**src/rtl/rca2_pkg.sv**
```systemverilog
// Shared definitions for the rca2 self-test loop: state encodings, default
// sizes, full-adder golden model and MISR feedback polynomial.
package rca2_pkg;

    localparam int DEF_WIDTH = 4;
    localparam int DEF_NVEC  = 8;

    // Analyzer FSM encodings
    localparam logic [1:0] S_IDLE    = 2'd0;
    localparam logic [1:0] S_COLLECT = 2'd1;
    localparam logic [1:0] S_EVAL    = 2'd2;
    localparam logic [1:0] S_DONE    = 2'd3;

    // x^8 + x^6 + x^5 + x^4 + 1, x^8 implicit (Galois form)
    localparam logic [7:0] MISR_POLY = 8'b0111_0001;

    function automatic logic [1:0] fa_golden(input logic a, input logic b, input logic c);
        return {(a & b) | (a & c) | (b & c), a ^ b ^ c};
    endfunction

endpackage

```
**src/rtl/rca2_misr.sv**
```systemverilog
// Multiple-input signature register: Galois LFSR folding in one data word per
// enabled cycle. Only instantiated when RCA2_RESP_MISR_EN is defined.
module rca2_misr #(
    parameter int         W    = 8,
    parameter logic [W-1:0] POLY = W'(8'b0111_0001)
) (
    input  logic         clk,
    input  logic         init,
    input  logic         clear,
    input  logic         en,
    input  logic [W-1:0] data,
    output logic [W-1:0] sig
);

    always_ff @(posedge clk) begin
        if (init || clear) begin
            sig <= '0;
        end else if (en) begin
            sig <= ({sig[W-2:0], 1'b0} ^ (sig[W-1] ? POLY : '0)) ^ data;
        end
    end

endmodule

```
**src/rtl/rca2_resp_analyzer.sv**
```systemverilog
// Response analyzer for the 4-bit ripple-carry adder self-test loop.
// Optional signature compaction is enabled by defining RCA2_RESP_MISR_EN.
module rca2_resp_analyzer
    import rca2_pkg::*;
#(
    parameter int WIDTH = DEF_WIDTH,
    parameter int NVEC  = DEF_NVEC,
    parameter int CNT_W = 3
) (
    input  logic                         clk,
    input  logic                         init,
    input  logic                         test,
    input  logic                         vec_valid,
    input  logic [CNT_W-1:0]             count,
    input  logic [WIDTH-1:0]             at,
    input  logic [WIDTH-1:0]             bt,
    input  logic                         cint,
    input  logic [WIDTH-1:0]             adder_sums,
    input  logic [WIDTH-1:0]             adder_carrys,
`ifdef RCA2_RESP_MISR_EN
    input  logic [2*WIDTH-1:0]           golden_sig,
    output logic [2*WIDTH-1:0]           sig,
    output logic                         sig_fail,
`endif
    output logic [WIDTH-1:0]             fault_map,
    output logic [$clog2(WIDTH+1)-1:0]   fault_cnt,
    output logic                         single_fault,
    output logic                         double_fault,
    output logic                         uncorrectable,
    output logic                         seq_err,
    output logic                         busy,
    output logic                         done
);

    localparam int FC_W = $clog2(WIDTH+1);
    localparam logic [CNT_W-1:0] LAST_IDX = CNT_W'(NVEC-1);

    logic [1:0]       state;
    logic [CNT_W-1:0] exp_idx;
    logic [WIDTH-1:0] mis;
    logic [1:0]       g;
    logic [FC_W-1:0]  pop;

    // Each cell is isolated in test mode, so every cell sees cint as carry-in
    always_comb begin
        mis = '0;
        g   = '0;
        for (int unsigned i = 0; i < WIDTH; i++) begin
            g      = fa_golden(at[i], bt[i], cint);
            mis[i] = (adder_sums[i] != g[0]) | (adder_carrys[i] != g[1]);
        end
    end

    always_comb begin
        pop = '0;
        for (int unsigned i = 0; i < WIDTH; i++) begin
            pop = pop + FC_W'(fault_map[i]);
        end
    end

    assign busy = (state == S_COLLECT) || (state == S_EVAL);

`ifdef RCA2_RESP_MISR_EN
    rca2_misr #(
        .W    (2*WIDTH),
        .POLY ((2*WIDTH)'(MISR_POLY))
    ) u_misr (
        .clk   (clk),
        .init  (init),
        .clear (state == S_IDLE && test),
        .en    (state == S_COLLECT && test && vec_valid),
        .data  ({adder_carrys, adder_sums}),
        .sig   (sig)
    );
`endif

    always_ff @(posedge clk) begin
        if (init) begin
            state         <= S_IDLE;
            exp_idx       <= '0;
            fault_map     <= '0;
            fault_cnt     <= '0;
            single_fault  <= 1'b0;
            double_fault  <= 1'b0;
            uncorrectable <= 1'b0;
            seq_err       <= 1'b0;
            done          <= 1'b0;
`ifdef RCA2_RESP_MISR_EN
            sig_fail      <= 1'b0;
`endif
        end else begin
            case (state)
                S_IDLE: begin
                    if (test) begin
                        state         <= S_COLLECT;
                        exp_idx       <= '0;
                        fault_map     <= '0;
                        fault_cnt     <= '0;
                        single_fault  <= 1'b0;
                        double_fault  <= 1'b0;
                        uncorrectable <= 1'b0;
                        seq_err       <= 1'b0;
                        done          <= 1'b0;
`ifdef RCA2_RESP_MISR_EN
                        sig_fail      <= 1'b0;
`endif
                    end
                end
                S_COLLECT, S_EVAL: begin
                    if (!test) begin
                        // Abort drops partial results but keeps seq_err for diagnosis
                        state         <= S_IDLE;
                        fault_map     <= '0;
                        single_fault  <= 1'b0;
                        double_fault  <= 1'b0;
                        uncorrectable <= 1'b0;
                        done          <= 1'b0;
`ifdef RCA2_RESP_MISR_EN
                        sig_fail      <= 1'b0;
`endif
                    end else if (state == S_COLLECT) begin
                        if (vec_valid) begin
                            fault_map <= fault_map | mis;
                            exp_idx   <= exp_idx + 1'b1;
                            if (count != exp_idx) begin
                                seq_err <= 1'b1;
                            end
                            if (count == LAST_IDX || exp_idx == LAST_IDX) begin
                                state <= S_EVAL;
                            end
                        end
                    end else begin
                        fault_cnt     <= pop;
                        single_fault  <= (pop == FC_W'(1));
                        double_fault  <= (pop == FC_W'(2));
                        uncorrectable <= (pop >  FC_W'(2));
`ifdef RCA2_RESP_MISR_EN
                        sig_fail      <= (sig != golden_sig);
`endif
                        done          <= 1'b1;
                        state         <= S_DONE;
                    end
                end
                S_DONE: begin
                    if (!test) begin
                        state <= S_IDLE;
                    end
                end
                default: state <= S_IDLE;
            endcase
        end
    end

endmodule

```
**config.mk**
```make
export PLATFORM = sky130hd
export DESIGN_NAME = rca2_resp_analyzer
export DESIGN_NICKNAME = d
export VERILOG_FILES = /design/src/rtl/rca2_pkg.sv /design/src/rtl/rca2_misr.sv /design/src/rtl/rca2_resp_analyzer.sv
export SDC_FILE = /design/constraint.sdc
export NUM_CORES = 1
export LEC_CHECK = 0
export BUFFER_PORTS_ARGS = -buffer_cell sky130_fd_sc_hd__buf_2
export CAP_MARGIN = 20
export CORE_MARGIN = 1.5
export CORE_UTILIZATION = 44
export DETAILED_ROUTE_END_ITERATION = 8
export HOLD_SLACK_MARGIN = 0.15
export PLACE_DENSITY = 0.74
export SLEW_MARGIN = 20
export SYNTH_ARGS = -nofsm -noshare
export SYNTH_HDL_FRONTEND = slang
export SYNTH_SLANG_ARGS = --single-unit
```
**constraint.sdc**
```tcl
create_clock -name clk -period 1.9 [get_ports clk]
set_clock_uncertainty 0.1 [all_clocks]
set_input_delay 0.38 -clock clk [delete_from_list [all_inputs] [get_ports clk]]
set_output_delay 0.38 -clock clk [all_outputs]
set_load 0.02 [all_outputs]
```
======== Word level (Yosys, flattened, before mapping) ========
Cells that the tools add are included.
storage, ports and cells
  output and inout bits ................... 13
  register bits ........................... 17
  word-level logic and storage cells ...... 124
  input port bits ......................... 24
cells by class
  bitwise operators ....................... 33
  $lt $le $gt $ge ......................... 1
  reductions and logical operators ........ 11
  equal/unequal tests ..................... 28
  add/sub/neg operators ................... 4
  multiplexer cells ....................... 38
operators by type and width
  operator               number
  $mux W3                6
  $mux W4                4
  $ne A2 B2 Y1 const B   7
  $mux W1                13
  $and A1 B1 Y1          12
  $mux W2                6
  $or A1 B1 Y1           12
  $pmux W3 S2            2
  $reduce_and A4 Y1      3
  $pmux W1 S2            5
  $ne A3 B3 Y1 const B   3
  $ne A1 B1 Y1           8
  $ne A4 B4 Y1 const B   2
  $pmux W4 S2            1
  $xor A1 B1 Y1          8
  $eq A3 B3 Y1 const B   2
  $pmux W2 S3            1
  $reduce_and A6 Y1      1
  $reduce_and A5 Y1      1
  $eq A2 B2 Y1 const B   2
  $or A4 B4 Y4           1
  $add A2 B1 Y3          1
  $add A3 B1 Y3          1
  $add A3 B1 Y3 const B  1
  other kinds (11)       12

======== Logic depth before layout (Yosys ltp) ========
Gate-level depths: netlist of the first run.
  word-level depth ........................ 10
  gate-level depth with buffers ........... 7

======== Least setup slack after synthesis of the first run ========
Ideal clock, no wire load.
  kind .................................... register to register
  from .................................... reg fault_map[1]
  to ...................................... reg uncorrectable
  setup time .............................. 0.128 ns
  buffers on the path ..................... 0
  setup slack ............................. -0.184 ns
  period minus slack after synthesis ...... 2.084 ns
  stages on the path, launching flop included .. 8
  arrival ................................. 1.856 ns
  cells stage by stage .................... dfxtp_1 > fa_1 > ha_1 > ha_1 > nor3b_1 > nor4_1 > a21oi_1 > nor2_1
between the ends
  longest elaborated chain between the ends .. 7
RTL lines
  item                      RTL line                   RTL
  start: declaration        rca2_resp_analyzer.sv:25   output logic [WIDTH-1:0] fault_map,
  start signal: assignment  rca2_resp_analyzer.sv:123  fault_map <= fault_map | mis;
  $add A1 B1 Y2             rca2_resp_analyzer.sv:57   pop = pop + FC_W'(fault_map[i]);
  $add A2 B1 Y3             rca2_resp_analyzer.sv:57
  $add A3 B1 Y3             rca2_resp_analyzer.sv:57
  $gt A3 B2 Y1              rca2_resp_analyzer.sv:136  uncorrectable <= (pop > FC_W'(2));
  $mux W1                   rca2_resp_analyzer.sv:121  end else if (state == S_COLLECT) begin
  $mux W1                   rca2_resp_analyzer.sv:110  if (!test) begin
  $pmux W1 S2               rca2_resp_analyzer.sv:92   case (state)
  end signal: assignment    rca2_resp_analyzer.sv:136
  end: declaration          rca2_resp_analyzer.sv:29   output logic uncorrectable,
No other way between the ends. The select of a mux whose other input is x is not followed.
A chain may end at the register's enable or synchronous reset.

======== Worst setup path after layout of the first run ========
  from .................................... reg fault_map[3]
  to ...................................... reg uncorrectable
between the ends
  longest elaborated chain between the ends .. 5
RTL lines
  item           RTL line
  $add A3 B1 Y3  rca2_resp_analyzer.sv:57
  $gt A3 B2 Y1   rca2_resp_analyzer.sv:136
  $mux W1        rca2_resp_analyzer.sv:121
  $mux W1        rca2_resp_analyzer.sv:110
  $pmux W1 S2    rca2_resp_analyzer.sv:92
No other way between the ends. The select of a mux whose other input is x is not followed.

==> reports/metrics.cfg, run 1 <==
[sta]
setup_viol = 2
tightest_slew_ns = 0.300
max_freq_mhz = 514
finalHoldViolations = 0
fin_crit_ns = 1.95
worst_slack_ns = -0.0458
period_share_pct = 102
setup_tns_ns = -0.0681
max_slew_margin_pct = 80.0
drv_slew = 0
rsz0062_at_grt = yes

[finish]
drive_gt1_share_pct = 40.1
final_common_cell = buf_2
fin_cells = 195
layout.nets = 206
n_antenna_cell = 0
final_core_util_pct = 63.9
n_fill_cell = 198
syn_to_final_growth_pct = 32.8
layout_common_cells = buf_2 (35), nand2_1 (14), dfxtp_1 (13), a21oi_1 (12), xnor2_1 (11)

[pwr]
p_leak_uw = 0.000640
power_uw = 1260
p_per_area_nw_per_um2 = 855
ir_drop_mv = 0.601

[place]
pre_cts_slack_ns = -0.106
port_buffers = 36
place_congestion = 0.888
hpwlAfterDp_microns = 2120
place_inst = 190

[setup_path]
critPathMaxFanout = 3
startpoint_type = flip-flop
slowest_stage = fa_1
crit_path_end_kind = flip-flop
crit_path_cell_trace = fa_1 > ha_2 > ha_4 > nor3b_4 > nor4_2 > a21oi_1 > nor2_1
critPathKind = flip-flop to flip-flop
cpLargestDelayFamily = adder cells
path_buf_inv = 0
crit_arrival_ns = 2.03
required_ns = 1.98
slowest_delay_ns = 0.48

[floorplanning]
fp-row-count = 17
die_h_microns = 53.1
core-area_sq_um = 2300
dieWidth_microns = 53.1
dieArea_sq_um = 2820
ios = 37
start_util_pct = 48.1

[logic_synthesis]
yosys_most_used_dff = dfxtp_1
yosysTopAreaCell = dfxtp_1
synthCells = 121
synth.area.top_cells = dfxtp_1 (31%), ha_1 (10%), fa_1 (9.1%)
synthDistinctLibCells = 33
yosys_warnings = 0
synth_area_sq_um = 1100
ys_seq_area_share_pct = 30.8
synthArstFlopShare_pct = 0
synth-edff-count = 0
synth_top_area_share_pct = 30.8
ys_ff_latch = 17
postSynthNetCount = 159
syn_avg_cell_area_sq_um = 9.13

[clocking]
cts-root-buf = clkbuf_4
clock_path_buffers = 2
ctsHoldBuffers = 0
cts_tree = yes
cts_inserted_buffers = 3
htreeDepth = 1
clock_latency_ns = 0.29
cts_sinks = 17
cts.clk_slew.worst_paths_ns = 0.09

[global_route]
globalRoute.totalOverflow = 0
track_usage_pct = 19.9
grt_pass1_vias = 953
grt_first_pass_wirelength_microns = 4130
antenna_found_initial = 0
grt_max_degree = 13

[job]
drv_cap = 0

[drt]
ant_nets = 0
routed_via_density = 5.24
drt_iter0_drc = 28
finalWirelength_microns = 2650
drt-pass1-iter-count = 5
drc = 0
wl_per_cell_microns = 13.6
num_vias = 1022

[run_status]
outcome = finished, violations left
failed_checks = setup timing

[hold_path]
hold_path.class = input pin to flip-flop

## final timing paths
kind                start             to  slack (ns)  cells past startpoint
min reg2reg  fault_cnt[0]   fault_cnt[0]        0.37                      2
max reg2reg  fault_map[3]  uncorrectable       -0.05                      7
min                  init       state[1]        0.31                      2
max          fault_map[3]  uncorrectable       -0.05                      7
## what timing repair did
| action | CTS | global route |
|---|---|---|
| setup endpoints to repair | 4 | 4 |
| pin swaps | 1 | 2 |
| setup buffers | 0 | 1 |
| hold endpoints to repair | 0 | 0 |
| resized for setup | 4 | 3 |
| cloned | 0 | 0 |
## where the power goes
part	leakage, uW	internal [uW]	total [uW]	switching [uW]
Sequential	0.000140	400	428	28.0
Clock	0.0000150	81.7	196	115
Combinational	0.000485	307	631	323
## worst register-to-register path: cells and delay by family (launching register included)
kind,cells,cell delay (ns)
AOI/OAI and AO/OA,1,0.12
adders and majority gates,3,0.97
DFF,1,0.34
and+or+nand+nor,3,0.32
## flip-flops by register name, indices dropped and copies added (netlist names)
signal,cells
single_fault,1
uncorrectable,1
seq_err,1
fault_cnt,3
exp_idx,3
done,1
state,2
double_fault,1
fault_map,4
## metrics by stage
stage | hold slack (ns) | cell area, sq um
6_report | 0.310 | 1470
3_3_place_gp | 0.341 | 1400
2_1_floorplan | 0.361 | 1130
4_1_cts | 0.298 | 1450
5_1_grt | 0.326 | 1470
3_5_place_dp | 0.349 | 1400
## routing by layer
| layer | global-route usage, % | part of all wire (%) | vias up |
|---|---|---|---|
| met2 | 35.4 | 50 | 32 |
| met5 | 0 | 0 | - |
| met3 | 5.93 | 5.4 | 2 |
| met1 | 25.2 | 44 | 476 |
| li1 | - | - | 512 |
| met4 | 0 | 0.57 | 0 |
## cells in the mapped netlist (2+ instances only)
cell type / instances
dfxtp_1: 17
fa_1: 5
or2_2: 3
xnor2_1: 11
o21a_1: 5
nand3_1: 4
a21oi_1: 12
ha_1: 9
nand2_1: 14
inv_1: 7
buf_2: 3
nor2_1: 6
a31o_2: 2
o21ai_0: 2
mux2i_1: 3
## cell families after synthesis
kind of cell | after synthesis | share of synthesized area (%)
xor gates and xnor gates | 11 | 8.72
and+or+nand+nor | 36 | 16.5
DFF | 17 | 30.8
buffers and inverters | 11 | 4.08
AOI/OAI and AO/OA | 28 | 16.9
adders and majority gates | 14 | 19.3
muxes | 4 | 3.74
## layout make-up
class | count | area (sq um) | share of cell area (%)
Multi-Input combinational cell | 93 | 771 | 52.5
Tap cell | 28 | 35.0 | 2.39
Inverter | 7 | 26.3 | 1.79
Sequential cell | 17 | 348 | 23.7
Timing Repair Buffer | 46 | 262 | 17.8
Clock buffer | 4 | 26.3 | 1.79
Power figures use the tool's default switching activity.
==> run 2, diff against run 1 <==
REMOVE_ABC_BUFFERS = 1   (was default)
==> reports/metrics.cfg, run 2 (synthesis results as in run 1) <==
[run_status]
outcome = finished, violations left
failed_checks = setup timing

[floorplanning]
dieArea_sq_um = 2820  ; unchanged
core-area_sq_um = 2300  ; unchanged
fp-row-count = 17  ; unchanged
die_h_microns = 53.1  ; unchanged
start_util_pct = 48.1  ; unchanged
dieWidth_microns = 53.1  ; unchanged
ios = 37  ; unchanged

[finish]
layout_common_cells = buf_2 (36), nand2_1 (14), dfxtp_1 (13), a21oi_1 (12), xnor2_1 (11)
multi_input_area_sq_um = 785  ; +1.8%
final_common_cell = buf_2
drive_gt1_share_pct = 40.4  ; +0.24 points
layout.nets = 205  ; -0.49%
syn_to_final_growth_pct = 32.6
largest_registers = fault_map x4, exp_idx x3, fault_cnt x3
largest-register = fault_map
fin_cells = 194  ; -0.51%
largest_register_ffs = 4  ; unchanged
seq_area_sq_um = 345  ; -0.72%
n_antenna_cell = 0  ; unchanged
n_fill_cell = 204  ; +3.0%

[setup_path]
critPathMaxFanout = 3  ; unchanged
crit_path_end_kind = flip-flop
crit_arrival_ns = 2.02  ; about the same
crit_path_end = double_fault
crit_path_cell_trace = fa_1 > ha_2 > ha_4 > nor3b_4 > a22oi_1 > nor2_1
rr_endpoint = double_fault
critPathKind = flip-flop to flip-flop
r2r-start = fault_map[3]
rr_worst_depth = 6  ; -1
startpoint_type = flip-flop
slowest_stage = fa_1
required_ns = 1.98  ; about the same
critPathLaunch = fault_map[3]
slowest_delay_ns = 0.53  ; +0.05 ns
regToRegSetupSlack_ns = -0.04  ; about the same

[clocking]
clock_latency_ns = 0.28  ; about the same
cts_setup_buffers = 0  ; unchanged
ctsHoldBuffers = 0  ; unchanged
cts_tree = yes
htreeDepth = 1  ; unchanged
cts-root-buf = clkbuf_4
cts_inserted_buffers = 3  ; unchanged
clock_path_buffers = 2  ; unchanged
cts_sinks = 17  ; unchanged
cts.clk_slew.worst_paths_ns = 0.09  ; about the same

[pwr]
p_leak_uw = 0.000633  ; -1.2%
ir_drop_mv = 0.600  ; -0.31%
power_uw = 1240  ; -1.4%
p_per_area_nw_per_um2 = 845  ; -1.2%

[sta]
finalHoldViolations = 0  ; unchanged
drv_slew = 0  ; unchanged
worst_slack_ns = -0.0379  ; +0.00790 ns
tightest_slew_ns = 0.310  ; +0.0103 ns
setup_viol = 3  ; +1
period_share_pct = 102  ; -0.42 points
rsz0062_at_grt = yes
fin_crit_ns = 1.94  ; -0.00790 ns
max_slew_margin_pct = 79.2  ; -0.78 points
max_freq_mhz = 516  ; +0.41%

[hold_path]
hold_path.class = input pin to flip-flop

[global_route]
grt_first_pass_wirelength_microns = 4110  ; -0.51%
grt_pass1_vias = 1032  ; +8.3%
track_usage_pct = 19.9  ; -0.036 points
globalRoute.totalOverflow = 0  ; unchanged
antenna_found_initial = 0  ; unchanged
grt_max_degree = 13  ; unchanged

[place]
place_congestion = 0.865  ; -2.6%
place_inst = 190  ; unchanged
port_buffers = 36  ; unchanged
hpwlAfterDp_microns = 2050  ; -3.5%

[drt]
routed_via_density = 5.30  ; +1.2%
num_vias = 1029  ; +0.68%
drt_iter0_drc = 14  ; -50%
finalWirelength_microns = 2530  ; -4.5%
drt-pass1-iter-count = 4  ; -1
wl_per_cell_microns = 13.1  ; -4.0%
ant_nets = 0  ; unchanged
drc = 0  ; unchanged

[job]
drv_cap = 0  ; unchanged

-- run 2: cell types whose count changed in the layout (fill, tap and decap cells not counted), sizes merged --
cell	delta
buf	-1
-- run 2: timing repair --
action,4_1_cts,5_1_grt
hold endpoints to repair,0,0
pin swaps,3,2
endpoints found under the setup margin,5,7
gates resized for setup,8,5
-- run 2: where the power goes --
group / leakage (uW) / internal [uW] / switching, uW
Combinational: 0.000478 / 297 / 320
Sequential: 0.000140 / 399 / 32.4
Clock: 0.0000150 / 81.4 / 107
-- run 2: area by class of cell --
class,instances,area share [%]
clock buffer,4,1.79
sequential,17,23.6
multi-input combinational,93,53.5
inverter,7,1.79
timing repair buffer,45,16.9
tap,28,2.39
-- run 2: through the flow --
step | setup slack, ns | setup TNS (ns) | cell area, sq um | utilization, % | hold slack (ns)
finish | -0.0379 | -0.0778 | 1470 | 63.8 | 0.313
global route | -0.132 | -0.351 | 1470 | 63.8 | 0.319
CTS | -0.0245 | -0.0397 | 1440 | 62.8 | 0.310
detailed placement | -0.176 | -0.403 | 1370 | 59.6 | 0.344
global placement | -0.106 | -0.160 | 1370 | 59.6 | 0.341
floorplan | -0.174 | -0.970 | 1090 | - | 0.349
-- run 2: routing by layer --
metal  part of all wire (%)  vias to the layer above  wire length, microns  global-route usage [%]
met4                    2.3                        0                    57                    9.83
met5                      0                        -                     0                       0
met1                     42                      482                  1070                    23.0
met3                    5.3                        8                   135                    2.82
li1                       -                      510                     -                       -
met2                     50                       29                  1270                    35.4
-- run 2: worst min path at each step --
stage / from / endpoint / cells past startpoint
6_report: init / single_fault / 2
5_1_grt: init / fault_cnt[0] / 2
4_1_cts: init / fault_cnt[0] / 2
3_5_place_dp: fault_cnt[2] / fault_cnt[2] / 2
3_3_place_gp: seq_err / seq_err / 2
2_1_floorplan: init / exp_idx[0] / 1
-- run 2: critical path, delay by kind of cell, from the launching register on --
kind / cells / cell delay (ns)
simple gates: 2 / 0.22
compound gates: 1 / 0.20
fa+ha+maj: 3 / 0.96
flops: 1 / 0.34
